===== config.mk =====
export PLATFORM = sky130hd
export DESIGN_NAME = manager_fsm_buf
export DESIGN_NICKNAME = d
export VERILOG_FILES = /design/src/rtl/manager_fsm_buf.sv
export SDC_FILE = /design/constraint.sdc
export NUM_CORES = 1
export LEC_CHECK = 0
export ABC_AREA = 1
export CAP_MARGIN = 10
export CORE_MARGIN = 8
export CORE_UTILIZATION = 55
export DETAILED_ROUTE_END_ITERATION = 6
export HOLD_SLACK_MARGIN = 0.06
export PLACE_DENSITY = 0.8
export SLEW_MARGIN = 15
export SYNTH_ARGS = -nofsm -noshare
export SYNTH_HDL_FRONTEND = slang
export SYNTH_SLANG_ARGS = --single-unit

===== constraint.sdc =====
create_clock -name CLK_50MHZ -period 4.3 [get_ports CLK_50MHZ]
set_clock_uncertainty 0.1 [all_clocks]
set_input_delay 1.075 -clock CLK_50MHZ [delete_from_list [all_inputs] [get_ports CLK_50MHZ]]
set_output_delay 1.075 -clock CLK_50MHZ [all_outputs]
set_load 0.05 [all_outputs]

===== src/rtl/manager_fsm_buf.sv =====
// -----------------------------------------------------------------------------
// manager_fsm_buf
//
// Record manager between the RS serial receiver and the flash writer. A packet
// of PKT_LEN received bytes is collected into a small buffer, then written to
// consecutive flash addresses one byte at a time. Each flash write is a
// one-cycle FL_WE pulse followed by a wait for FL_STATUS, with a per-attempt
// timeout and a bounded number of re-issued attempts before giving up.
//
// Ports:
//   CLK_50MHZ  in   system clock, rising edge
//   RST_N      in   asynchronous active-low reset
//   RS_DONE    in   one-cycle strobe, RS_DATA valid
//   RS_DATA    in   received byte
//   FL_STATUS  in   flash write-complete acknowledge
//   FL_WE      out  flash write request (one-cycle pulse)
//   FL_ADDR    out  flash write address
//   FL_DATA    out  flash write data
//   BUSY       out  high while a record is being written
//   DONE       out  high in STOP
//   ERROR      out  high in ERROR (terminal until reset)
//   OVERRUN    out  sticky, an RS byte arrived when it could not be stored
//   REC_CNT    out  completed records, wraps
//   STATE      out  current state encoding (debug)
// -----------------------------------------------------------------------------
module manager_fsm_buf #(
    parameter int DATA_W     = 8,
    parameter int PKT_LEN    = 4,
    parameter int ADDR_W     = 22,
    parameter int TIMEOUT    = 1024,
    parameter int MAX_RETRY  = 3,
    parameter int CONTINUOUS = 0,
    parameter int CNT_W      = 16
) (
    input  logic              CLK_50MHZ,
    input  logic              RST_N,
    input  logic              RS_DONE,
    input  logic [DATA_W-1:0] RS_DATA,
    input  logic              FL_STATUS,
    output logic              FL_WE,
    output logic [ADDR_W-1:0] FL_ADDR,
    output logic [DATA_W-1:0] FL_DATA,
    output logic              BUSY,
    output logic              DONE,
    output logic              ERROR,
    output logic              OVERRUN,
    output logic [CNT_W-1:0]  REC_CNT,
    output logic [2:0]        STATE
);

    localparam int IDX_W = (PKT_LEN > 1) ? $clog2(PKT_LEN) : 1;
    localparam int TMR_W = $clog2(TIMEOUT);
    localparam int RTY_W = (MAX_RETRY > 0) ? $clog2(MAX_RETRY + 1) : 1;

    localparam logic [IDX_W-1:0] LAST_IDX = IDX_W'(PKT_LEN - 1);
    localparam logic [TMR_W-1:0] TMR_LAST = TMR_W'(TIMEOUT - 1);
    localparam logic [RTY_W-1:0] RTY_MAX  = RTY_W'(MAX_RETRY);

    typedef enum logic [2:0] {
        S_IDLE       = 3'd0,
        S_WAITING_RS = 3'd1,
        S_READING_RS = 3'd2,
        S_WRITING_FL = 3'd3,
        S_WAITING_FL = 3'd4,
        S_STOP       = 3'd5,
        S_ERROR      = 3'd6
    } state_t;

    state_t              state_q,   state_d;
    logic [IDX_W-1:0]    wr_idx_q,  wr_idx_d;
    logic [IDX_W-1:0]    rd_idx_q,  rd_idx_d;
    logic [RTY_W-1:0]    retry_q,   retry_d;
    logic [TMR_W-1:0]    timer_q,   timer_d;
    logic [ADDR_W-1:0]   fl_addr_q, fl_addr_d;
    logic [DATA_W-1:0]   fl_data_q, fl_data_d;
    logic [CNT_W-1:0]    rec_cnt_q, rec_cnt_d;
    logic                overrun_q, overrun_d;
    logic                mem_we;
    logic [DATA_W-1:0]   mem_q [PKT_LEN];

    // State register and datapath registers
    always_ff @(posedge CLK_50MHZ or negedge RST_N) begin
        if (!RST_N) begin
            state_q   <= S_IDLE;
            wr_idx_q  <= '0;
            rd_idx_q  <= '0;
            retry_q   <= '0;
            timer_q   <= '0;
            fl_addr_q <= '0;
            fl_data_q <= '0;
            rec_cnt_q <= '0;
            overrun_q <= 1'b0;
            for (int i = 0; i < PKT_LEN; i++) begin
                mem_q[i] <= '0;
            end
        end else begin
            state_q   <= state_d;
            wr_idx_q  <= wr_idx_d;
            rd_idx_q  <= rd_idx_d;
            retry_q   <= retry_d;
            timer_q   <= timer_d;
            fl_addr_q <= fl_addr_d;
            fl_data_q <= fl_data_d;
            rec_cnt_q <= rec_cnt_d;
            overrun_q <= overrun_d;
            if (mem_we) begin
                mem_q[wr_idx_q] <= RS_DATA;
            end
        end
    end

    // Next-state and datapath control
    always_comb begin
        state_d   = state_q;
        wr_idx_d  = wr_idx_q;
        rd_idx_d  = rd_idx_q;
        retry_d   = retry_q;
        timer_d   = timer_q;
        fl_addr_d = fl_addr_q;
        fl_data_d = fl_data_q;
        rec_cnt_d = rec_cnt_q;
        overrun_d = overrun_q;
        mem_we    = 1'b0;

        // Bytes can only be accepted while collecting; anything else is lost.
        if (RS_DONE && (state_q != S_WAITING_RS)) begin
            overrun_d = 1'b1;
        end

        case (state_q)
            S_IDLE: begin
                wr_idx_d = '0;
                rd_idx_d = '0;
                retry_d  = '0;
                state_d  = S_WAITING_RS;
            end

            S_WAITING_RS: begin
                if (RS_DONE) begin
                    mem_we = 1'b1;
                    if (wr_idx_q == LAST_IDX) begin
                        wr_idx_d = '0;
                        rd_idx_d = '0;
                        state_d  = S_READING_RS;
                    end else begin
                        wr_idx_d = wr_idx_q + IDX_W'(1);
                    end
                end
            end

            S_READING_RS: begin
                fl_data_d = mem_q[rd_idx_q];
                timer_d   = '0;
                state_d   = S_WRITING_FL;
            end

            S_WRITING_FL: begin
                timer_d = '0;
                state_d = S_WAITING_FL;
            end

            S_WAITING_FL: begin
                timer_d = timer_q + TMR_W'(1);
                // The acknowledge takes priority over a coincident timeout.
                if (FL_STATUS) begin
                    fl_addr_d = fl_addr_q + ADDR_W'(1);
                    retry_d   = '0;
                    if (rd_idx_q == LAST_IDX) begin
                        rec_cnt_d = rec_cnt_q + CNT_W'(1);
                        state_d   = (CONTINUOUS != 0) ? S_WAITING_RS : S_STOP;
                    end else begin
                        rd_idx_d = rd_idx_q + IDX_W'(1);
                        state_d  = S_READING_RS;
                    end
                end else if (timer_q == TMR_LAST) begin
                    // Re-issue with the same address and data still latched.
                    if (retry_q < RTY_MAX) begin
                        retry_d = retry_q + RTY_W'(1);
                        state_d = S_WRITING_FL;
                    end else begin
                        state_d = S_ERROR;
                    end
                end
            end

            S_STOP:  state_d = S_STOP;
            S_ERROR: state_d = S_ERROR;
            default: state_d = S_IDLE;
        endcase
    end

    // All outputs come from registers or decode of the state register.
    assign FL_WE   = (state_q == S_WRITING_FL);
    assign FL_ADDR = fl_addr_q;
    assign FL_DATA = fl_data_q;
    assign BUSY    = (state_q == S_READING_RS) || (state_q == S_WRITING_FL) ||
                     (state_q == S_WAITING_FL);
    assign DONE    = (state_q == S_STOP);
    assign ERROR   = (state_q == S_ERROR);
    assign OVERRUN = overrun_q;
    assign REC_CNT = rec_cnt_q;
    assign STATE   = state_q;

endmodule


; ---- Word-level counts from Yosys, hierarchy flattened
; Cells that the tools add are included.
[word_totals]
input_bits = 12
output_inout_bits = 54
mem_count = 0
mem_bits_ro = 0
mem_bits_rw = 0
latch_bits = 0
ff_bits = 98
[classes]
mux = 28
n_eq_ne = 16
n_bitwise = 2
shift = 0
reduce_logical = 16
magnitude_cmp = 4
div_mod_pow = 0
add_sub_neg = 6
multipliers = 0
[op_table]
columns = cell, count
row1 = $bwmux W32, 1
row2 = $mux W8, 3
row3 = $add A22 B1 Y22 const B, 1
row4 = $pmux W3 S7, 1
row5 = $pmux W10 S2, 1
row6 = $mux W2, 9
row7 = $mux W3, 6
row8 = $add A16 B1 Y16 const B, 1
row9 = $bmux W8 S2, 1
row10 = $demux W8 S2, 1
row11 = $add A10 B1 Y10 const B, 1
row12 = $eq A10 B10 Y1 const B, 1
row13 = $eq A3 B3 Y1 const B, 3
row14 = $reduce_and A3 Y1, 3
row15 = $ne A2 B2 Y1 const B, 4
row16 = $pmux W2 S2, 2
row17 = $add A2 B1 Y2 const B, 3
row18 = $eq A3 B2 Y1 const B, 2
row19 = $ge A3 B3 Y1 const B, 2
row20 = $ne A3 B3 Y1 const B, 2
row21 = $not A2 Y3, 2
row22 = $pmux W2 S3, 1
row23 = $reduce_bool A2 Y1, 3
row24 = $reduce_and A5 Y1, 1
row25 = 12 further kinds, 17

; ---- Longest topological paths before layout
; Gate-level depths: netlist of run 1.
[depth]
ltp_word = 6
ltp_mapped = 10
depth_no_buf = 10

; ---- Worst setup path after synthesis of run 1
; OpenSTA, ideal clock, no wires.
[synth_timing]
path_kind = reg2out
from = register state_q[2], in the netlist STATE[2]
to = output port FL_WE
setup_slack_ps = 1436
path_stages_with_launch = 5
t_arrival_ps = 1689
path_buffers = 1
cell_sequence = dfrtp_1 -> buf_4 -> inv_1 -> nand2_1 -> nor2_1
[synth_via]
elab_chain_cells = 1
[synth_rtl]
columns = item, line_no
row1 = from (decl), 69  ; state_t state_q, state_d;
row2 = from (signal assigned), 97  ; state_q <= state_d;
row3 = $eq A3 B2 Y1, 193  ; assign FL_WE = (state_q == S_WRITING_FL);
row4 = to (decl), 40  ; output logic FL_WE,
; No other way between the ends.

; ---- Final worst setup path of run 1
[layout_timing]
from = register state_q[1], in the netlist STATE[1]
to = output port BUSY
[layout_via]
elab_chain_cells = 3
[layout_rtl]
columns = item, line_no
row1 = $eq A3 B2 Y1, 196  ; assign BUSY = (state_q == S_READING_RS) || (state_q == S_WRITING_FL) ||
row2 = $logic_or A1 B1 Y1, 196
row3 = $logic_or A1 B1 Y1 *, 196
row4 = to (decl), 43  ; output logic BUSY,
; Mark *: on every way between the ends. The rest lies on a longest branch, timed or not.

==> results of run 1 <==
report_power, final:
group / total, mW / leakage, nW / switching, mW / internal [mW]
clock: 0.738 / 0.125 / 0.298 / 0.440
combinational: 1.13 / 1.40 / 0.755 / 0.378
sequential: 1.32 / 1.28 / 0.176 / 1.14
state kept, by name, indices dropped and copies added (netlist names):
name,count
mem_q,32
FL_ADDR,22
REC_CNT,16
timer_q,10
FL_DATA,8
STATE,3
rd_idx_q,2
retry_q,2
wr_idx_q,2
OVERRUN,1
worst register-to-register path, stage by stage, from the launching register on:
cell and delay (ns):
dfrtp_1 0.78, ha_1 0.30, nand2_1 0.15, nor2_8 0.26
inv_4 0.09, nor3_2 0.16, nand2_1 0.07, nand2_1 0.06
nand2_1 0.04
how the worst min path moves through the flow:
stage	depth (start not counted)	end	slack [ns]
final	1	REC_CNT[15]	0.39
after global routing	1	REC_CNT[15]	0.41
after CTS	2	mem_q[19]	0.39
after detailed placement	2	mem_q[19]	0.37
after global placement	2	retry_q[1]	0.36
after floorplan	2	retry_q[1]	0.35
cell usage after synthesis, types with 3 or more instances:
library cell | instances | area, um^2
a21oi_1 | 5 | 25.0
a31oi_1 | 8 | 50.1
buf_6 | 4 | 45.0
clkbuf_1 | 3 | 11.3
dfrtp_1 | 98 | 2450
ha_1 | 9 | 113
inv_1 | 48 | 180
nand2_1 | 132 | 495
nand2_4 | 7 | 78.8
nand3_1 | 26 | 130
nand3b_1 | 4 | 30.0
nand4_1 | 9 | 56.3
nor2_1 | 80 | 300
nor2_4 | 5 | 56.3
nor2_8 | 3 | 60.1
nor3_1 | 6 | 30.0
o21ai_0 | 25 | 125
o21ai_1 | 32 | 160
xnor2_1 | 14 | 123
xor2_1 | 15 | 131
kinds of logic after synthesis:
family | after synthesis
AO/OA/AOI/OAI | 77
XOR/XNOR | 29
flip-flops | 98
AND/OR/NAND/NOR | 281
multiplexers | 1
adder cells (fa/ha/maj) | 9
buffers and inverters | 62
cell type report:
cell class                 count  area share
clock buffer                   9      0.0213
clock inverter                 5      0.0222
inverter                      51      0.0334
multi-input combinational    397       0.364
sequential                    98       0.422
tap                          108      0.0232
timing repair buffer          67       0.114
through the flow:
stage	area, um^2	total power, mW	worst slack (ns)
detailed placement	5560	2.47	1.26
global placement	5560	2.42	1.31
CTS	5810	3.21	0.849
global route	5810	3.38	0.744
floorplan	4840	2.12	1.44
finish	5810	3.19	0.885
metal layers:
metal | GRT usage | routed length (um) | up-vias
li1 | - | - | 1926
met1 | 0.222 | 4570 | 1841
met2 | 0.313 | 5220 | 77
met3 | 0.0334 | 452 | 12
met4 | 0.0627 | 127 | 0
met5 | 0 | 0 | -
==> results.yml, run 1 <==
logic_synthesis:
  synthArstFlopShare: 1.00
  synth_xor_area_frac: 0.0524
  yosys.area_share.simple: 0.274
  synth.avg_cell_area_um2: 8.70
  synthMuxAreaShare: 0.00207
  synth_edf_count: 0
  synth_top_family_by_area: "simple AND/OR/NAND/NOR gates"
  synth_compound_area_frac: 0.0852
  synthAdderAreaFrac: 0.0232
  synth-seq-cells: 98
  synth_area_mm2: 0.00484
  synth-main-ff-cell: "dfrtp_1"
  ys_warn_count: 0
  ys_types: 38
  syn_nets: 578
  ys_seq_area_frac: 0.506
  synthCells: 557
critical_path:
  crit_start: "STATE[1]"
  reg2reg_depth: 8
  path_max_fanout: 7
  end_kind: "output port"
  crit_path_top_delay_cell: "clkdlybuf4s50_1"
  slowest_delay_ns: 0.83
  ff2ff_setup_slack_ns: 2.21
  cp.required_ns: 3.12
  worst-path-stages: 4
  r2r-start: "rd_idx_q[0]"
  cp_top_family: "buffers and inverters"
  cp.arrival_ns: 2.24
  crit_buf_inv: 1
  start_kind: "flop"
  crit_type: "reg -> out"
  path_cells: "nor2_2 > nand2_4 > nand2_1 > clkdlybuf4s50_1"
  endpoint: "BUSY"
  worstReg2RegEnd: "REC_CNT[9]"
drt:
  dr.first_iter.drc_count: 191
  postRouteAntennaNets: 0
  route.detailed.drc: 0
  via_count: 3856
  wirelength_um: 10400
  dr.pass1.iters: 5
  post_drt_via_cell_ratio: 5.25
  wire_per_inst_um: 14.1
sta:
  relSlewSlack: 0.555
  min_period_over_period: 0.794
  max_freq_mhz: 293
  tightestPinTransition_ns: 0.668
  min_period_ns: 3.42
  rsz0062_at_grt: "false"
  hold_viol: 0
  fin_setup_tns_ns: 0
  hold_ws_ns: 0.391
  setup_viol: 0
  slew_violations: 0
clocking:
  htree_levels: 3
  cts_buffers: 9
  cts_resized: 0
  clkSinkCount: 98
  clk-insertion-delay-late_ns: 0.36
  cts_hold_buffers: 0
  root_buffer: "clkbuf_8"
  clock_path_buffers: 2
  cts_setup_buffers: 0
  cts.clk_slew.worst_paths_ns: 0.09
  cts_tree: "yes"
placement:
  dp_cells: 721
  dp_hpwl_um: 7650
  portBuffers: 65
  gp_congestion: 0.865
cells_and_area:
  syn2layout_area_growth_pct: 20.0
  register_area_mm2: 0.00245
  fillers: 696
  multi_input_area_mm2: 0.00212
  antenna_cells: 0
  utilization: 0.673
  mostFrequentLayoutCell: "nand2_1"
  instances_no_fill: 735
  layout_common_cells: "nand2_1, dfrtp_1, nor2_1, clkdlybuf4s50_1, inv_1"
  layout-drive-gt1-share: 0.0702
  layout.nets: 645
power:
  p_per_area_mw_per_mm2: 548
  ir_drop_uv: 287
  p_leak_nw: 2.81
die:
  core_area_mm2: 0.00864
  dieArea_mm2: 0.0121
  placementRows: 34
  die_h_um: 110
  die-width_um: 110
  initial_utilization: 0.561
  io_pins: 66
grt:
  grt_usage: 0.181
  grt_max_degree: 49
  antenna_found_initial: 0
  overflow: 0
  grt_first_pass_wirelength_um: 17600
  first_global_vias: 3901
hold_path:
  hold_class: "reg -> reg"
  hp-start: "REC_CNT[15]"
run_status:
  status: "finished, final reports clean"
job:
  cap_violations: 0
No activity file was read; power rests on OpenSTA's default activity.
==> run 2, diff against run 1 <==
Clock period 4.3 ns to 3.2 ns, I/O delays scaled along.
==> run 2 against run 1 <==
Wire length decreased by 0.96%. Critical endpoint is now FL_WE. Sequential cell count unchanged. Combinational power up 35%. Core utilization hardly changed. Sequential share of layout area about the same. Count of clock-buffer cells in the layout did not move.
==> results.yml, run 2 (synthesis gave the netlist of run 1 again) <==
power:
  switchingPower_mw: 1.67
  power_frac_seq: 0.417
  finalPower_mw: 4.22
  p_clk_frac: 0.220
  internal-power_mw: 2.55
  netSwitchingFraction: 0.395
  p_leak_nw: 2.82
  combPwrFrac: 0.363
  ir_drop_uv: 322
  p_per_area_mw_per_mm2: 726
cells_and_area:
  utilization: 0.673
  top_register: "mem_q"
  largest_reg_flops: 32
  layout.nets: 646
  layout-drive-gt1-share: 0.0717
  syn2layout_area_growth_pct: 20.0
  antenna_cells: 0
  layout_common_cells: "nand2_1, dfrtp_1, nor2_1, clkdlybuf4s50_1, inv_1"
  mostFrequentLayoutCell: "nand2_1"
  fin_area_mm2: 0.00581
  instances_no_fill: 736
critical_path:
  crit_start: "STATE[2]"
  cp.arrival_ns: 2.18
  endpoint: "FL_WE"
  ff2ff_setup_slack_ns: 1.23
  reg2reg_depth: 7
  path_max_fanout: 9
  crit_type: "reg -> out"
  end_kind: "output port"
  start_kind: "flop"
  r2r-start: "STATE[1]"
  cp.required_ns: 2.30
  worstReg2RegEnd: "rd_idx_q[0]"
clocking:
  clkSinkCount: 98
  htree_levels: 3
  cts_resized: 0
  cts_tree: "yes"
  root_buffer: "clkbuf_8"
  cts_hold_buffers: 0
  clk-insertion-delay-late_ns: 0.36
  cts_buffers: 9
  clock_path_buffers: 2
  cts.clk_slew.worst_paths_ns: 0.10
  cts_setup_buffers: 0
die:
  die_h_um: 110
  dieArea_mm2: 0.0121
  core_area_mm2: 0.00864
  placementRows: 34
  initial_utilization: 0.561
  die-width_um: 110
  io_pins: 66
sta:
  fin_setup_tns_ns: 0
  min_period_over_period: 0.962
  rsz0062_at_grt: "false"
  hold_ws_ns: 0.313
  tightestPinTransition_ns: 0.695
  max_freq_mhz: 325
  hold_viol: 0
  slew_violations: 0
  relSlewSlack: 0.536
  setup_slack_ns: 0.121
  min_period_ns: 3.08
  setup_viol: 0
hold_path:
  hold_class: "in -> async"
drt:
  dr.pass1.iters: 5
  wire_per_inst_um: 14.0
  post_drt_via_cell_ratio: 5.23
  route.detailed.drc: 0
  dr.first_iter.drc_count: 172
  postRouteAntennaNets: 0
  wirelength_um: 10300
  via_count: 3851
grt:
  first_global_vias: 3827
  antenna_found_initial: 0
  grt_max_degree: 43
  overflow: 0
  grt_usage: 0.178
  grt_first_pass_wirelength_um: 17400
placement:
  placed_cell_area_mm2: 0.00558
  gp_congestion: 0.863
  dp_cells: 722
  dp_hpwl_um: 7550
  portBuffers: 65
  pre_cts_slack_ns: 0.437
run_status:
  status: "finished, final reports clean"
job:
  cap_violations: 0
==> run 2: cell types whose count changed in the layout (fill, tap and decap cells not counted) <==
| cell | previous run | this run |
|---|---|---|
| buf_12 | 0 | 1 |
| bufinv_16 | 4 | 3 |
| clkdlybuf4s50_1 | 64 | 63 |
| clkinv_2 | 0 | 1 |
| clkinv_4 | 1 | 0 |
| dlymetal6s2s_1 | 0 | 1 |
| inv_6 | 0 | 1 |
==> run 2: worst min-delay path by stage <==
stage / start / end / depth (start not counted)
2_1_floorplan: retry_q[1] / retry_q[1] / 2
3_3_place_gp: retry_q[1] / retry_q[1] / 2
3_5_place_dp: REC_CNT[15] / REC_CNT[15] / 1
4_1_cts: RST_N / STATE[1] / 1
5_1_grt: RST_N / STATE[1] / 1
6_report: RST_N / STATE[1] / 1
==> run 2: layout make-up <==
class | instances | area, um^2
timing repair buffer | 68 | 686
sequential | 98 | 2450
clock inverter | 5 | 104
inverter | 51 | 194
tap | 108 | 135
clock buffer | 9 | 124
fill | 707 | 2830
multi-input combinational | 397 | 2120
==> run 2: layer usage <==
| layer | vias to the layer above | GRT usage | routed length, um |
|---|---|---|---|
| met1 | 1818 | 0.213 | 4480 |
| met3 | 14 | 0.0317 | 527 |
| met4 | 0 | 0.0752 | 163 |
| met5 | - | 0 | 0 |
| li1 | 1935 | - | - |
| met2 | 84 | 0.307 | 5100 |
==> run 2: critical path, stage by stage, from the launching register on <==
cell and delay, ns:
dfrtp_1 0.55, inv_1 0.14, nand2_1 0.18, nor2_1 0.14
clkdlybuf4s50_1 0.81
==> run 2: power groups by stage <==
stage          Combinational, mW  Sequential [mW]  Clock [mW]
3_3_place_gp                1.50             1.76           0
3_5_place_dp                1.54             1.78           0
6_report                    1.53             1.76       0.928
4_1_cts                     1.54             1.76       0.938
2_1_floorplan              0.823             2.03           0
5_1_grt                     1.69             1.80       0.988
==> run 3, diff against run 2 <==
--- a/constraint.sdc
+++ b/constraint.sdc
@@ -3,3 +3,3 @@
 set_input_delay 0.8 -clock CLK_50MHZ [delete_from_list [all_inputs] [get_ports CLK_50MHZ]]
 set_output_delay 0.8 -clock CLK_50MHZ [all_outputs]
-set_load 0.05 [all_outputs]
+set_load 0.005 [all_outputs]
==> run 3 against run 2 <==
Worst hold slack got worse by 0.089 ns. Fmax increased by 7.4%. Combinational power decreased by 25%. Via count increased by 0.42%. Wire length decreased by 0.33%. Die area unchanged. First-iteration DRC count increased by 6.4%. Critical path depth unchanged. Core utilization decreased by 0.29 points. Critical path type unchanged. Critical endpoint is now BUSY. Largest power group unchanged. Highest routed layer unchanged.
==> results.yml, run 3 (synthesis gave the netlist of run 1 again) <==
job:
  cap_violations: 0
grt:
  grt_first_pass_wirelength_um: 17200
  overflow: 0
  antenna_found_initial: 0
  grt_usage: 0.178
  first_global_vias: 3889
  grt_max_degree: 50
critical_path:
  reg2reg_depth: 6
  endpoint: "BUSY"
  end_kind: "output port"
  path_max_fanout: 7
  cp.required_ns: 2.30
  crit_type: "reg -> out"
  start_kind: "flop"
  worstReg2RegEnd: "rd_idx_q[0]"
  ff2ff_setup_slack_ns: 1.25
  cp.arrival_ns: 1.97
  slowest_delay_ns: 0.52
  path_cells: "nor2_2 > nand2_4 > nand2_1 > clkdlybuf4s50_1"
  r2r-start: "STATE[1]"
  crit_start: "STATE[1]"
  crit_path_top_delay_cell: "clkdlybuf4s50_1"
power:
  netSwitchingFraction: 0.346
  power_frac_seq: 0.473
  p_per_area_mw_per_mm2: 641
  switchingPower_mw: 1.28
  ir_drop_uv: 341
  combPwrFrac: 0.308
  internal-power_mw: 2.43
  p_leak_nw: 2.79
  p_clk_frac: 0.219
cells_and_area:
  antenna_cells: 0
  largest_reg_flops: 32
  layout.nets: 646
  syn2layout_area_growth_pct: 19.5
  mostFrequentLayoutCell: "nand2_1"
  top_register: "mem_q"
  fin_area_mm2: 0.00579
  layout-drive-gt1-share: 0.0730
  layout_common_cells: "nand2_1, dfrtp_1, nor2_1, clkdlybuf4s50_1, inv_1"
die:
  io_pins: 66
  die-width_um: 110
  initial_utilization: 0.561
  dieArea_mm2: 0.0121
  die_h_um: 110
  placementRows: 34
  core_area_mm2: 0.00864
run_status:
  status: "finished, final reports clean"
sta:
  tightestPinTransition_ns: 0.653
  setup_viol: 0
  hold_ws_ns: 0.224
  min_period_over_period: 0.896
  fin_setup_tns_ns: 0
  min_period_ns: 2.87
  setup_slack_ns: 0.333
  slew_violations: 0
  hold_viol: 0
  relSlewSlack: 0.564
  max_freq_mhz: 349
  rsz0062_at_grt: "false"
clocking:
  cts.clk_slew.worst_paths_ns: 0.10
  root_buffer: "clkbuf_8"
  cts_hold_buffers: 0
  clk-insertion-delay-late_ns: 0.36
  cts_tree: "yes"
  clock_path_buffers: 2
  cts_buffers: 9
  htree_levels: 3
  cts_setup_buffers: 0
  clkSinkCount: 98
  cts_resized: 0
drt:
  via_count: 3867
  dr.pass1.iters: 4
  route.detailed.drc: 0
  wire_per_inst_um: 13.9
  dr.first_iter.drc_count: 183
  wirelength_um: 10200
  post_drt_via_cell_ratio: 5.24
  postRouteAntennaNets: 0
placement:
  placed_cell_area_mm2: 0.00558
  portBuffers: 65
  dp_hpwl_um: 7590
  gp_congestion: 0.879
  pre_cts_slack_ns: 0.660
hold_path:
  hold_class: "in -> async"
==> run 3: worst max-delay path: cells and delay by family (launching register included) <==
kind,cells,cell delay [ns]
flops,1,0.49
simple gates,3,0.59
buf+inv,1,0.52
==> run 3: cell type report <==
type	count	area [um^2]
clock buffers	11	141
clock inverters	5	63.8
fillers	697	2850
inverters	51	194
multi-input cells	397	2120
flip-flops and latches	98	2450
well taps	108	135
repair buffers	68	683
==> run 3: power groups by stage <==
| stage | Clock (mW) | Sequential (mW) | Combinational [mW] |
|---|---|---|---|
| 2_1_floorplan | 0 | 1.71 | 0.762 |
| 3_5_place_dp | 0 | 1.78 | 1.16 |
| 4_1_cts | 0.833 | 1.75 | 1.16 |
| 5_1_grt | 0.888 | 1.79 | 1.29 |
| 6_report | 0.811 | 1.76 | 1.14 |
| 3_3_place_gp | 0 | 1.76 | 1.12 |
==> run 3: metrics by stage <==
stage / power, mW / instances / util
floorplan: 2.48 / 557 / -
global placement: 2.88 / 722 / 0.646
detailed placement: 2.94 / 722 / 0.646
CTS: 3.75 / 738 / 0.670
global route: 3.97 / 738 / 0.670
finish: 3.71 / 738 / 0.670
==> run 3: worst min path at each step <==
stage,from,end,slack [ns],cells after the start
finish,RST_N,FL_ADDR[5],0.22,1
global route,RST_N,FL_ADDR[5],0.23,1
CTS,RST_N,FL_ADDR[5],0.22,1
detailed placement,REC_CNT[15],REC_CNT[15],0.36,1
global placement,retry_q[1],retry_q[1],0.36,2
floorplan,retry_q[1],retry_q[1],0.35,2
==> run 3: layer usage <==
metal | global-route usage | vias to the layer above | routed length (um)
met3 | 0.0393 | 22 | 547
met2 | 0.295 | 77 | 5030
met4 | 0.0878 | 0 | 229
met5 | 0 | - | 0
met1 | 0.215 | 1841 | 4430
li1 | - | 1927 | -
